$ cat config.mk
export PLATFORM = sky130hd
export DESIGN_NAME = aer_event_encoder
export DESIGN_NICKNAME = d
export VERILOG_FILES = /design/src/rtl/aer_event_encoder.sv
export SDC_FILE = /design/constraint.sdc
export NUM_CORES = 1
export LEC_CHECK = 0
export ABC_AREA = 1
export BUFFER_PORTS_ARGS = -buffer_cell sky130_fd_sc_hd__buf_2
export CAP_MARGIN = 20
export CORE_ASPECT_RATIO = 0.5
export CORE_MARGIN = 3
export CORE_UTILIZATION = 55
export DETAILED_ROUTE_END_ITERATION = 8
export PLACE_DENSITY = 0.72
export SLEW_MARGIN = 20
export SYNTH_ARGS = -nofsm -noshare
export SYNTH_HDL_FRONTEND = slang
export SYNTH_SLANG_ARGS = --single-unit
$ cat constraint.sdc
create_clock -name clk_i -period 2.2 [get_ports clk_i]
set_input_delay 0.11 -clock clk_i [delete_from_list [all_inputs] [get_ports clk_i]]
set_output_delay 0.11 -clock clk_i [all_outputs]
set_load 0.05 [all_outputs]
$ cat src/rtl/aer_event_encoder.sv
// aer_event_encoder
// Turns column grants from the arbitration tree into timestamped address-event
// words. Turns group releases into group-end markers. Drops are reported with a
// single overflow marker. All words are queued in a first-word-fall-through FIFO
// and streamed out over a valid/ready handshake.
module aer_event_encoder #(
    parameter  int Lvl_ROW_ADD = 1,
    parameter  int Lvl_COL_ADD = 1,
    parameter  int TS_WIDTH    = 16,
    parameter  int FIFO_DEPTH  = 8,
    localparam int EVT_W       = 2 + TS_WIDTH + Lvl_ROW_ADD + Lvl_COL_ADD + 1,
    localparam int CNT_W       = $clog2(FIFO_DEPTH) + 1
) (
    input  logic                   clk_i,
    input  logic                   reset_i,
    input  logic                   enable_i,
    input  logic                   gnt_valid_i,
    input  logic [Lvl_ROW_ADD-1:0] xadd_i,
    input  logic [Lvl_COL_ADD-1:0] yadd_i,
    input  logic                   polarity_i,
    input  logic                   grp_release_i,
    output logic [EVT_W-1:0]       evt_data_o,
    output logic                   evt_valid_o,
    input  logic                   evt_ready_i,
    output logic [CNT_W-1:0]       fifo_count_o,
    output logic [15:0]            drop_cnt_o,
    output logic                   overflow_o
);

    localparam int PTR_W = $clog2(FIFO_DEPTH);
    localparam logic [1:0] TYPE_EVT = 2'b01;
    localparam logic [1:0] TYPE_GRP = 2'b10;
    localparam logic [1:0] TYPE_OVF = 2'b11;
    localparam logic [CNT_W-1:0] DEPTH_C = CNT_W'(FIFO_DEPTH);

    // Drop counter sticks at its maximum instead of wrapping.
    function automatic logic [15:0] sat_inc16(input logic [15:0] v);
        return (v == 16'hFFFF) ? v : v + 16'd1;
    endfunction

    // FIFO depth is a power of two, so the natural binary wrap of a PTR_W-wide
    // pointer is exactly modulo FIFO_DEPTH.
    function automatic logic [PTR_W-1:0] ptr_next(input logic [PTR_W-1:0] p);
        return p + PTR_W'(1);
    endfunction

    logic [TS_WIDTH-1:0] ts_q;
    logic                grp_rel_q;
    logic                marker_pend_q;
    logic                overflow_q;
    logic [15:0]         drop_cnt_q;

    logic [EVT_W-1:0]    mem [FIFO_DEPTH];
    logic [PTR_W-1:0]    rd_ptr_q;
    logic [PTR_W-1:0]    wr_ptr_q;
    logic [CNT_W-1:0]    count_q;

    // Capture-stage signals: what gets written into the FIFO this cycle.
    logic                evt_req_p0;
    logic                grp_req_p0;
    logic                ovf_req_p0;
    logic                pop_p0;
    logic                space_p0;
    logic                wr_vld_p0;
    logic [EVT_W-1:0]    wr_word_p0;
    logic                drop_p0;
    logic                grp_edge_p0;
    logic                grp_done_p0;
    logic                ovf_done_p0;

    // Write arbitration: one word per cycle, event beats group-end beats overflow.
    always_comb begin
        evt_req_p0  = enable_i & gnt_valid_i;
        grp_req_p0  = marker_pend_q & ~evt_req_p0;
        ovf_req_p0  = overflow_q & ~evt_req_p0 & ~grp_req_p0;
        pop_p0      = (count_q != '0) & evt_ready_i;
        // A full FIFO can still take a word when the head leaves in the same cycle.
        space_p0    = (count_q < DEPTH_C) | pop_p0;
        grp_edge_p0 = enable_i & grp_release_i & ~grp_rel_q;

        wr_vld_p0   = 1'b0;
        wr_word_p0  = '0;
        drop_p0     = 1'b0;
        grp_done_p0 = 1'b0;
        ovf_done_p0 = 1'b0;

        if (evt_req_p0) begin
            if (space_p0) begin
                wr_vld_p0  = 1'b1;
                wr_word_p0 = {TYPE_EVT, ts_q, xadd_i, yadd_i, polarity_i};
            end else begin
                drop_p0    = 1'b1;
            end
        end else if (grp_req_p0) begin
            // Markers are never dropped: if refused they simply stay pending.
            if (space_p0) begin
                wr_vld_p0   = 1'b1;
                grp_done_p0 = 1'b1;
                wr_word_p0  = {TYPE_GRP, ts_q, xadd_i, {Lvl_COL_ADD{1'b0}}, 1'b0};
            end
        end else if (ovf_req_p0) begin
            if (space_p0) begin
                wr_vld_p0   = 1'b1;
                ovf_done_p0 = 1'b1;
                wr_word_p0  = {TYPE_OVF, ts_q, {(Lvl_ROW_ADD + Lvl_COL_ADD + 1){1'b0}}};
            end
        end
    end

    // Free-running timestamp, advancing only while capture is enabled.
    always_ff @(posedge clk_i) begin
        if (reset_i) begin
            ts_q <= '0;
        end else if (enable_i) begin
            ts_q <= ts_q + TS_WIDTH'(1);
        end
    end

    // Group release edge detection; a fresh edge outranks the clear from a write.
    always_ff @(posedge clk_i) begin
        if (reset_i) begin
            grp_rel_q     <= 1'b0;
            marker_pend_q <= 1'b0;
        end else begin
            grp_rel_q <= grp_release_i;
            if (grp_edge_p0) begin
                marker_pend_q <= 1'b1;
            end else if (grp_done_p0) begin
                marker_pend_q <= 1'b0;
            end
        end
    end

    // Drop bookkeeping; a drop and an overflow-marker write can never coincide.
    always_ff @(posedge clk_i) begin
        if (reset_i) begin
            overflow_q <= 1'b0;
            drop_cnt_q <= '0;
        end else begin
            if (drop_p0) begin
                overflow_q <= 1'b1;
                drop_cnt_q <= sat_inc16(drop_cnt_q);
            end else if (ovf_done_p0) begin
                overflow_q <= 1'b0;
            end
        end
    end

    // FIFO pointers and occupancy.
    always_ff @(posedge clk_i) begin
        if (reset_i) begin
            rd_ptr_q <= '0;
            wr_ptr_q <= '0;
            count_q  <= '0;
        end else begin
            if (wr_vld_p0) begin
                wr_ptr_q <= ptr_next(wr_ptr_q);
            end
            if (pop_p0) begin
                rd_ptr_q <= ptr_next(rd_ptr_q);
            end
            case ({wr_vld_p0, pop_p0})
                2'b10:   count_q <= count_q + CNT_W'(1);
                2'b01:   count_q <= count_q - CNT_W'(1);
                default: count_q <= count_q;
            endcase
        end
    end

    // FIFO storage; contents are qualified by the pointers, so no reset needed.
    always_ff @(posedge clk_i) begin
        if (wr_vld_p0) begin
            mem[wr_ptr_q] <= wr_word_p0;
        end
    end

    // Output stage: head of FIFO, forced to zero while empty.
    always_comb begin
        evt_valid_o  = (count_q != '0);
        evt_data_o   = evt_valid_o ? mem[rd_ptr_q] : '0;
        fifo_count_o = count_q;
        drop_cnt_o   = drop_cnt_q;
        overflow_o   = overflow_q;
    end

endmodule

==> flow_metrics.env, run 1 <==
export IMPL_drt_first_iter_violations=647
export IMPL_min_tclk_post_route_ps=2130
export IMPL_global_routing_usage_summed_across_all_routing_layers_pct=21.9
export IMPL_power_ir_vdd_worst_uv=600
export IMPL_ys_top_cells_by_area="sky130_fd_sc_hd__edfxtp_1 55%, sky130_fd_sc_hd__dfxtp_1 10%, sky130_fd_sc_hd__nor2_1 9.6%"
export IMPL_tightest_slew_ps=781
export IMPL_power_density_relative_to_cell_area_nw_per_um2=1210
export IMPL_ys_async_sr_fraction_pct=0
export IMPL_die_height_um=97.6
export IMPL_report_power_total_mw=12.9
export IMPL_cts_buffers=20
export IMPL_final_layout_size_suffix_gt1_share_pct=16.9
export IMPL_power_leakage_nw=3.89
export IMPL_timing_critical_path_required_ps=2090
export IMPL_antenna_found_initial=0
export IMPL_global_route_wire_length_before_repair_mm=32.4
export IMPL_synth_cells=910
export IMPL_drt_wl_total_mm=20.3
export IMPL_crit_path_start_kind="register"
export IMPL_worst_hold_startpoint="yadd_i"
export IMPL_yosys_area_top_type="sky130_fd_sc_hd__edfxtp_1"
export IMPL_rsz0062_at_grt="yes"
export IMPL_min_delay_path_class="input pin to register"
export IMPL_tritoncts="yes"
export IMPL_synth_nets=926
export IMPL_drt_drc_violations_left=0
export IMPL_cp_end_kind="output port"
export IMPL_wire_per_inst_um=16.9
export IMPL_r2r_start="fifo_count_o[1]$_SDFFE_PP0P_"
export IMPL_final_core_util_pct=67.1
export IMPL_synth_edff_count=168
export IMPL_design_die_area_sq_um=18500
export IMPL_fin_crit_sh_pct=96.9
export IMPL_area_overhead_of_the_layout_relative_to_synthesis_pct=15.6
export IMPL_relSlewSlack_pct=47.8
export IMPL_top_level_ports=52
export IMPL_avgSynthCellArea_sq_um=10.1
export IMPL_worstPathMaxFanout=60
export IMPL_numClockSinks=216
export IMPL_fmaxAchievable_mhz=469
export IMPL_postSynthRegisterBits=216
export IMPL_clk_insertion_delay_late_ps=500
export IMPL_quantity_of_i_o_buffers_inserted_on_ports=51
export IMPL_clock_tree_buffer_depth=3
export IMPL_synth_cells_most_frequent="237 x sky130_fd_sc_hd__nor2_1, 168 x sky130_fd_sc_hd__edfxtp_1, 119 x sky130_fd_sc_hd__o21ai_0, 109 x sky130_fd_sc_hd__nand2_1, 52 x sky130_fd_sc_hd__inv_1"
export IMPL_ys_seq_area_share_pct=65.1
export IMPL_maxCapViolCount=0
export IMPL_run_status="finished clean"
export IMPL_worstSetupPathType="register to output port"
export IMPL_chipWidth_um=189
export IMPL_detail_route_first_pass_iterations=4
export IMPL_nNetsFinal=986
export IMPL_report_final_hold_viol_count=0
export IMPL_postRouteAntennaNets=0
export IMPL_grt_start_max_net_pins=61
export IMPL_first_global_vias=6340
export IMPL_worstHoldPathCells=3
export IMPL_r2r_worst_path_cells=14
export IMPL_synth_flop_cell="sky130_fd_sc_hd__edfxtp_1"
export IMPL_finalSetupViolations=0
export IMPL_netlist_cell_type_count=32
export IMPL_timing_critical_path_arrival_ps=2020
export IMPL_r2r_slack_ps=120
export IMPL_synth_most_common_cell="sky130_fd_sc_hd__nor2_1"
export IMPL_synth_top_area_share_pct=54.7
export IMPL_yosys_warnings=0
export IMPL_clk_transition_reported_paths_ps=70
export IMPL_num_rows=32
export IMPL_initial_utilization_pct=58.0
export IMPL_timing_clock_skew_ps=13.8
export IMPL_vias_per_cell=5.49
export IMPL_gpl_final_weighted_congestion=0.773
export IMPL_worst_r2r_endpoint="fifo_count_o[2]$_SDFFE_PP0P_"
export IMPL_core_sq_um=15900
export IMPL_grt_remaining_overflow=0
export IMPL_detailroute_via_count=6626
export IMPL_syn_area_sq_um=9220
export IMPL_slew_violations=0
export IMPL_dp_hpwl_mm=11.9
export IMPL_cts_root_buffer_cell="sky130_fd_sc_hd__clkbuf_16"
export IMPL_hold_path_end="mem[2][1]$_DFFE_PP_"
export IMPL_clock_tree_htree_level_count=1
per-layer routing:
metal | GRT usage (%) | vias up | part of all wire, %
met3 | 4.36 | 24 | 7.9
li1 | - | 3226 | -
met4 | 4.86 | 0 | 1.3
met1 | 31.5 | 3170 | 45
met2 | 34.8 | 206 | 46
met5 | 0 | - | 0
cells in the final DEF, fill, tap and decap left out, types with 3 or more instances in the layout:
| cell type | count |
|---|---|
| sky130_fd_sc_hd__inv_1 | 51 |
| sky130_fd_sc_hd__o21ai_0 | 110 |
| sky130_fd_sc_hd__nand3_1 | 18 |
| sky130_fd_sc_hd__o32ai_2 | 4 |
| sky130_fd_sc_hd__buf_12 | 3 |
| sky130_fd_sc_hd__nor2_1 | 218 |
| sky130_fd_sc_hd__nand2_1 | 109 |
| sky130_fd_sc_hd__dfxtp_1 | 42 |
| sky130_fd_sc_hd__dfxtp_2 | 4 |
| sky130_fd_sc_hd__a21oi_2 | 4 |
| sky130_fd_sc_hd__nand3b_1 | 5 |
| sky130_fd_sc_hd__buf_4 | 24 |
| sky130_fd_sc_hd__o21ai_1 | 14 |
| sky130_fd_sc_hd__nor2_4 | 3 |
| sky130_fd_sc_hd__edfxtp_1 | 168 |
| sky130_fd_sc_hd__o32ai_1 | 17 |
| sky130_fd_sc_hd__clkbuf_16 | 20 |
| sky130_fd_sc_hd__bufinv_16 | 3 |
| sky130_fd_sc_hd__clkinv_1 | 3 |
| sky130_fd_sc_hd__inv_2 | 5 |
| sky130_fd_sc_hd__a21oi_1 | 36 |
| sky130_fd_sc_hd__nand2_2 | 7 |
| sky130_fd_sc_hd__clkinv_2 | 5 |
| sky130_fd_sc_hd__nand4_1 | 6 |
| sky130_fd_sc_hd__nor2_2 | 22 |
| sky130_fd_sc_hd__clkbuf_4 | 12 |
| sky130_fd_sc_hd__ha_1 | 6 |
| sky130_fd_sc_hd__buf_6 | 5 |
| sky130_fd_sc_hd__buf_2 | 34 |
| sky130_fd_sc_hd__xor2_1 | 4 |
power breakdown:
part | internal, mW | leakage [nW] | switching [mW]
clock network | 2.04 | 0.329 | 1.47
registers | 4.62 | 1.97 | 0.140
logic | 1.39 | 1.59 | 3.20
how the worst max path moves through the flow:
stage                                             from                      endpoint  slack [ps]  cells after the start
final                                         register                 evt_data_o[6]          70                      7
after CTS                                     register                evt_data_o[17]           5                      7
after detailed placement  fifo_count_o[1]$_SDFFE_PP0P_  fifo_count_o[2]$_SDFFE_PP0P_         110                     14
after global placement    fifo_count_o[1]$_SDFFE_PP0P_  fifo_count_o[2]$_SDFFE_PP0P_         180                     14
after global routing                          register                evt_data_o[11]         -40                      8
after floorplan           fifo_count_o[3]$_SDFFE_PP0P_           mem[0][0]$_DFFE_PP_          -7                      8
metrics by stage:
stage,setup TNS [ps],cells,setup slack [ps],hold WS [ps],instance area [sq um]
after floorplan,-565,910,-6.73,186,9280
after global placement,0,1163,179,352,9800
after detailed placement,0,1163,106,350,9800
after CTS,0,1203,5.22,20.1,10600
after global routing,-165,1205,-41.0,43.4,10700
final,0,1206,68.9,36.7,10700
area by class of cell:
cell class	count	area, sq um
Timing Repair Buffer	81	609
Inverter	56	210
Antenna cell	1	2.50
Clock inverter	14	166
Fill cell	1216	5230
Clock buffer	22	508
Multi-Input combinational cell	595	2880
Sequential cell	216	6020
Tap cell	221	277
critical path: stages (launching register included):
cell and delay (ps):
sky130_fd_sc_hd__dfxtp_4 380, sky130_fd_sc_hd__inv_2 90, sky130_fd_sc_hd__buf_12 260, sky130_fd_sc_hd__nor2_1 80, sky130_fd_sc_hd__o32ai_1 220, sky130_fd_sc_hd__nor2_1 80, sky130_fd_sc_hd__nor2_1 140, sky130_fd_sc_hd__clkbuf_4 260
flip-flops by register name, indices dropped and copies added, names as in the netlist, named ones only:
name	cells
overflow_o	1
drop_cnt_o	16
marker_pend_q	1
wr_ptr_q	3
mem	168
grp_rel_q	1
fifo_count_o	4
ts_q	16
rd_ptr_q	3
logic make-up (layout without fill, tap and decap cells):
group                    count (synthesis)  in the layout  share of synthesized area, %
XOR/XNOR                                 6              6                         0.570
buffers and inverters                   99            173                          4.58
flip-flops                             216            216                          65.1
adder cells (fa/ha/maj)                  7              7                         0.949
AND/OR/NAND/NOR                        395            395                          17.5
other                                    0              1                             0
AO/OA/AOI/OAI                          187            187                          11.3
what timing repair did:
action | CTS | global route
endpoints found under the hold margin | 3 | 0
gates cloned | 1 | 0
gates resized for setup | 7 | 40
buffers inserted | 1 | 2
pin swaps | 0 | 1
endpoints found under the setup margin | 17 | 23
hold buffers | 2 | 0
(Power assumes the default switching activity.)
==> inputs of run 2 (changes only) <==
BUFFER_PORTS_ARGS = unset   (was -buffer_cell sky130_fd_sc_hd__buf_2)
CAP_MARGIN = 25   (was 20)
DONT_BUFFER_PORTS = 1   (was unset)
PLACE_DENSITY = unset   (was 0.72)
PLACE_DENSITY_LB_ADDON = 0.15   (was unset)
==> flow_metrics.env, run 2 (synthesized netlist as in run 1, its figures left out) <==
export IMPL_antenna_found_initial=0
export IMPL_global_route_wire_length_before_repair_mm=32.8
export IMPL_initial_utilization_pct=58.0
export IMPL_sequentialPowerShare_pct=38.1
export IMPL_worstPathMaxFanout=24
export IMPL_grt_start_max_net_pins=49
export IMPL_min_delay_path_class="input pin to register"
export IMPL_layout_common_cells="219 x sky130_fd_sc_hd__nor2_1, 168 x sky130_fd_sc_hd__edfxtp_1, 118 x sky130_fd_sc_hd__o21ai_0"
export IMPL_crit_path_start_kind="register"
export IMPL_timing_critical_path_required_ps=2090
export IMPL_maxCapViolCount=0
export IMPL_postRouteAntennaNets=0
export IMPL_relSlewSlack_pct=51.7
export IMPL_dp_slack_ps=190
export IMPL_wire_per_inst_um=17.3
export IMPL_fin_crit_sh_pct=97.1
export IMPL_netSwitchingFraction_pct=37.9
export IMPL_core_sq_um=15900
export IMPL_finalWorstSetupSlack_ps=64.6
export IMPL_report_power_total_mw=12.5
export IMPL_timing_clock_skew_ps=28.6
export IMPL_power_combinational_fraction_pct=37.0
export IMPL_tightest_slew_ps=722
export IMPL_vias_per_cell=5.48
export IMPL_first_global_vias=6195
export IMPL_slew_violations=0
export IMPL_number_of_flip_flops_in_the_largest_register=168
export IMPL_filler_cell_count=1229
export IMPL_detail_route_first_pass_iterations=5
export IMPL_power_density_relative_to_cell_area_nw_per_um2=1170
export IMPL_min_tclk_post_route_ps=2140
export IMPL_drt_drc_violations_left=0
export IMPL_area_of_combinational_cells_with_multiple_inputs_sq_um=2870
export IMPL_numClockSinks=216
export IMPL_power_ir_vdd_worst_uv=533
export IMPL_clock_tree_htree_level_count=1
export IMPL_whs_ps=74.8
export IMPL_register_bank_with_the_most_flops="mem"
export IMPL_drt_wl_total_mm=20.8
export IMPL_sequential_cell_area_sq_um=6020
export IMPL_drt_first_iter_violations=545
export IMPL_worstSetupPathType="register to output port"
export IMPL_top_level_ports=52
export IMPL_internal_power_mw=7.75
export IMPL_chipWidth_um=189
export IMPL_clk_insertion_delay_late_ps=500
export IMPL_final_layout_size_suffix_gt1_share_pct=15.1
export IMPL_antenna_cells=0
export IMPL_switching_power_mw=4.74
export IMPL_fmaxAchievable_mhz=468
export IMPL_clk_transition_reported_paths_ps=70
export IMPL_clock_tree_buffer_depth=3
export IMPL_clock_power_share_pct=24.9
export IMPL_dp_hpwl_mm=12.5
export IMPL_finalSetupViolations=0
export IMPL_grt_remaining_overflow=0
export IMPL_die_height_um=97.6
export IMPL_cp_end_kind="output port"
export IMPL_power_leakage_nw=3.85
export IMPL_design_die_area_sq_um=18500
export IMPL_tritoncts="yes"
export IMPL_cts_buffers=19
export IMPL_timing_critical_path_arrival_ps=2030
export IMPL_report_final_hold_viol_count=0
export IMPL_num_rows=32
export IMPL_detailroute_via_count=6565
export IMPL_quantity_of_i_o_buffers_inserted_on_ports=0
export IMPL_run_status="finished clean"
export IMPL_global_routing_usage_summed_across_all_routing_layers_pct=22.3
export IMPL_cts_root_buffer_cell="sky130_fd_sc_hd__clkbuf_16"
export IMPL_area_overhead_of_the_layout_relative_to_synthesis_pct=16.2
export IMPL_nNetsFinal=981
export IMPL_gpl_final_weighted_congestion=0.819
export IMPL_r2r_slack_ps=200
export IMPL_most_common_cell_after_layout_fill_and_taps_aside="sky130_fd_sc_hd__nor2_1"
[run 2: cell count changes in the layout (fill, tap and decap cells not counted), sizes merged]
| cell | delta |
|---|---|
| bufbuf | -1 |
| clkinv | -2 |
| bufinv | -2 |
| buf | +2 |
| dlygate4sd3 | +6 |
| clkbuf | -11 |
| inv | +1 |
| clkinvlp | -1 |
| diode | -1 |
[run 2: power groups by stage]
stage	Combinational, mW	Sequential (mW)	Clock (mW)
floorplan	3.09	4.91	0
global placement	4.34	4.84	0
detailed placement	4.40	4.85	0
CTS	4.45	4.77	3.17
global route	4.99	4.79	3.34
finish	4.62	4.76	3.11
[run 2: repair_timing]
item	CTS	global route
cloned	0	1
setup buffers	0	1
gates resized for setup	3	15
setup endpoints to repair	19	22
pin swaps	0	1
hold endpoints to repair	60	0
hold buffers	8	0
[run 2: worst paths after layout]
check,startpoint,end,cells past startpoint
setup / recovery,register,evt_data_o[3],7
hold / removal,enable_i,overflow_o$_SDFFE_PP0P_,6
setup reg to reg,fifo_count_o[1]$_SDFFE_PP0P_,fifo_count_o[2]$_SDFFE_PP0P_,14
hold reg to reg,rd_ptr_q[2]$_SDFFE_PP0P_,register,2
[run 2: stage by stage]
stage	instances	setup TNS, ps	instance area (sq um)	util, %
final	1197	0	10700	67.4
after global routing	1197	-13.4	10700	67.4
after CTS	1194	0	10600	66.8
after detailed placement	1154	0	9960	62.7
after global placement	1154	0	9960	62.7
after floorplan	910	-565	9280	-
[run 2: area by class of cell]
| cell class | instances | area share (%) |
|---|---|---|
| Clock buffer | 22 | 4.54 |
| Timing Repair Buffer | 77 | 7.34 |
| Multi-Input combinational cell | 595 | 26.7 |
| Tap cell | 221 | 2.58 |
| Sequential cell | 216 | 56.1 |
| Clock inverter | 10 | 0.677 |
| Inverter | 56 | 1.98 |
[run 2: layer usage]
layer  vias to the layer above  GRT usage (%)  share of wire (%)
met5                         -              0                  0
met4                         0           4.57                1.4
met3                        29           5.12                7.8
met2                       209           34.3                 45
met1                      3101           32.8                 46
li1                       3226              -                  -
[run 2: worst max-delay path: stages, from the launching register on]
cell	delay (ps)
sky130_fd_sc_hd__dfxtp_4	380
sky130_fd_sc_hd__inv_4	150
sky130_fd_sc_hd__buf_12	200
sky130_fd_sc_hd__nor2_1	80
sky130_fd_sc_hd__o32ai_1	240
sky130_fd_sc_hd__nor2_1	70
sky130_fd_sc_hd__nor2_1	200
sky130_fd_sc_hd__buf_6	200
==> inputs of run 3 (changes only) <==
clock period = 2.45 ns   (was 2.2 ns; I/O delays follow)
==> flow_metrics.env, run 3 (synthesized netlist as in run 1, its figures left out) <==
export IMPL_run_status="complete, but fails checks"
export IMPL_failing_checks="negative hold slack"
export IMPL_final_layout_size_suffix_gt1_share_pct=14.7
export IMPL_worstPathMaxFanout=37
export IMPL_worstSetupPathType="register to output port"
export IMPL_antenna_found_initial=0
export IMPL_drt_drc_violations_left=0
export IMPL_clock_tree_htree_level_count=1
export IMPL_chipWidth_um=189
export IMPL_power_leakage_nw=3.84
export IMPL_rsz0062_at_grt="no"
export IMPL_vias_per_cell=5.51
export IMPL_worst_r2r_endpoint="fifo_count_o[2]$_SDFFE_PP0P_"
export IMPL_initial_utilization_pct=58.0
export IMPL_final_core_util_pct=67.1
export IMPL_cts_buffers=19
export IMPL_gpl_final_weighted_congestion=0.827
export IMPL_maxCapViolCount=0
export IMPL_clk_insertion_delay_late_ps=480
export IMPL_grt_start_max_net_pins=50
export IMPL_fmaxAchievable_mhz=453
export IMPL_most_common_cell_after_layout_fill_and_taps_aside="sky130_fd_sc_hd__nor2_1"
export IMPL_sequential_cell_area_sq_um=6010
export IMPL_timing_critical_path_arrival_ps=2090
export IMPL_numClockSinks=216
export IMPL_postRouteAntennaNets=0
export IMPL_worstHoldPathCells=2
export IMPL_whs_ps=-3.32
export IMPL_fin_crit_sh_pct=90.1
export IMPL_finalSetupViolations=0
export IMPL_slew_violations=0
export IMPL_number_of_flip_flops_in_the_largest_register=168
export IMPL_grt_remaining_overflow=0
export IMPL_post_cts_setup_buffer_count=0
export IMPL_drt_wl_total_mm=20.5
export IMPL_cts_root_buffer_cell="sky130_fd_sc_hd__clkbuf_16"
export IMPL_first_global_vias=6326
export IMPL_top_level_ports=52
export IMPL_detail_route_first_pass_iterations=5
export IMPL_clk_transition_reported_paths_ps=70
export IMPL_die_height_um=97.6
export IMPL_power_density_relative_to_cell_area_nw_per_um2=1070
export IMPL_antenna_cells=0
export IMPL_relSlewSlack_pct=49.9
export IMPL_quantity_of_i_o_buffers_inserted_on_ports=0
export IMPL_timing_clock_skew_ps=17.6
export IMPL_min_delay_path_class="input pin to register"
export IMPL_crit_path_start_kind="register"
export IMPL_design_die_area_sq_um=18500
export IMPL_layout_common_cells="220 x sky130_fd_sc_hd__nor2_1, 168 x sky130_fd_sc_hd__edfxtp_1, 119 x sky130_fd_sc_hd__o21ai_0"
export IMPL_timing_critical_path_required_ps=2330
export IMPL_drt_first_iter_violations=614
export IMPL_post_layout_nonfiller_instances=1199
export IMPL_tritoncts="yes"
export IMPL_num_rows=32
export IMPL_area_overhead_of_the_layout_relative_to_synthesis_pct=15.6
export IMPL_detailroute_via_count=6604
export IMPL_area_of_combinational_cells_with_multiple_inputs_sq_um=2840
export IMPL_wire_per_inst_um=17.1
export IMPL_global_routing_usage_summed_across_all_routing_layers_pct=22.3
export IMPL_dp_hpwl_mm=13.0
export IMPL_worst_hold_startpoint="polarity_i"
export IMPL_r2r_slack_ps=320
export IMPL_r2r_worst_path_cells=14
export IMPL_register_bank_with_the_most_flops="mem"
export IMPL_min_tclk_post_route_ps=2210
export IMPL_global_route_wire_length_before_repair_mm=32.7
export IMPL_dp_cells=1159
export IMPL_cp_end_kind="output port"
export IMPL_clock_tree_buffer_depth=3
export IMPL_r2r_start="fifo_count_o[1]$_SDFFE_PP0P_"
export IMPL_report_final_hold_viol_count=8
export IMPL_filler_cell_count=1219
export IMPL_tightest_slew_ps=750
export IMPL_power_ir_vdd_worst_uv=845
export IMPL_nNetsFinal=982
export IMPL_hold_path_end="mem[0][0]$_DFFE_PP_"
export IMPL_core_sq_um=15900
-- run 3: layout make-up --
type | count | share of cell area [%]
clock buffers | 24 | 4.64
clock inverters | 9 | 0.657
inverters | 56 | 1.97
multi-input cells | 595 | 26.6
flip-flops and latches | 216 | 56.4
well taps | 221 | 2.59
repair buffers | 78 | 7.11
-- run 3: worst max path at each step --
stage / to / startpoint / slack (ps)
floorplan: mem[0][0]$_DFFE_PP_ / fifo_count_o[0]$_SDFFE_PP0P_ / -240
global placement: fifo_count_o[2]$_SDFFE_PP0P_ / fifo_count_o[1]$_SDFFE_PP0P_ / 430
detailed placement: fifo_count_o[2]$_SDFFE_PP0P_ / fifo_count_o[1]$_SDFFE_PP0P_ / 340
CTS: evt_data_o[17] / register / 0.5
global route: evt_data_o[13] / register / 60
finish: evt_data_o[11] / register / 240
-- run 3: layer usage --
layer | vias up | share of wire (%) | GRT usage (%)
met5 | - | 0 | 0
met4 | 0 | 1.4 | 4.35
met3 | 29 | 8.8 | 5.55
met2 | 230 | 46 | 35.8
met1 | 3125 | 44 | 31.4
li1 | 3220 | - | -
-- run 3: power breakdown --
group	internal (mW)	leakage [nW]	switching [mW]
clock network	1.54	0.277	1.25
registers	4.14	1.97	0.139
logic	1.44	1.60	2.87
total	7.12	3.84	4.27
-- run 3: through the flow --
stage | power, mW | hold WS (ps) | setup TNS [ps] | cell area, sq um | worst slack (ps)
detailed placement | 8.65 | 191 | 0 | 10000 | 338
floorplan | 7.17 | 199 | -35830 | 9250 | -244
global route | 11.9 | 23.5 | 0 | 10700 | 63.3
finish | 11.4 | -3.32 | 0 | 10700 | 242
global placement | 8.56 | 189 | 0 | 10000 | 434
CTS | 11.4 | 0.0928 | 0 | 10600 | 0.543
-- run 3: critical path, cell delays in order, from the launching register on --
cell and delay [ps]:
sky130_fd_sc_hd__dfxtp_2 390, sky130_fd_sc_hd__buf_6 290, sky130_fd_sc_hd__nor2_1 100, sky130_fd_sc_hd__nor2_1 130
sky130_fd_sc_hd__o21ai_0 110, sky130_fd_sc_hd__o21ai_1 110, sky130_fd_sc_hd__o21ai_0 110, sky130_fd_sc_hd__nor2_2 190
sky130_fd_sc_hd__buf_12 150
-- run 3: what timing repair did --
action                                  CTS  global route
endpoints found under the setup margin    0            14
hold endpoints to repair                 37             0
gates resized for setup                   0             2
hold buffers                              6             0
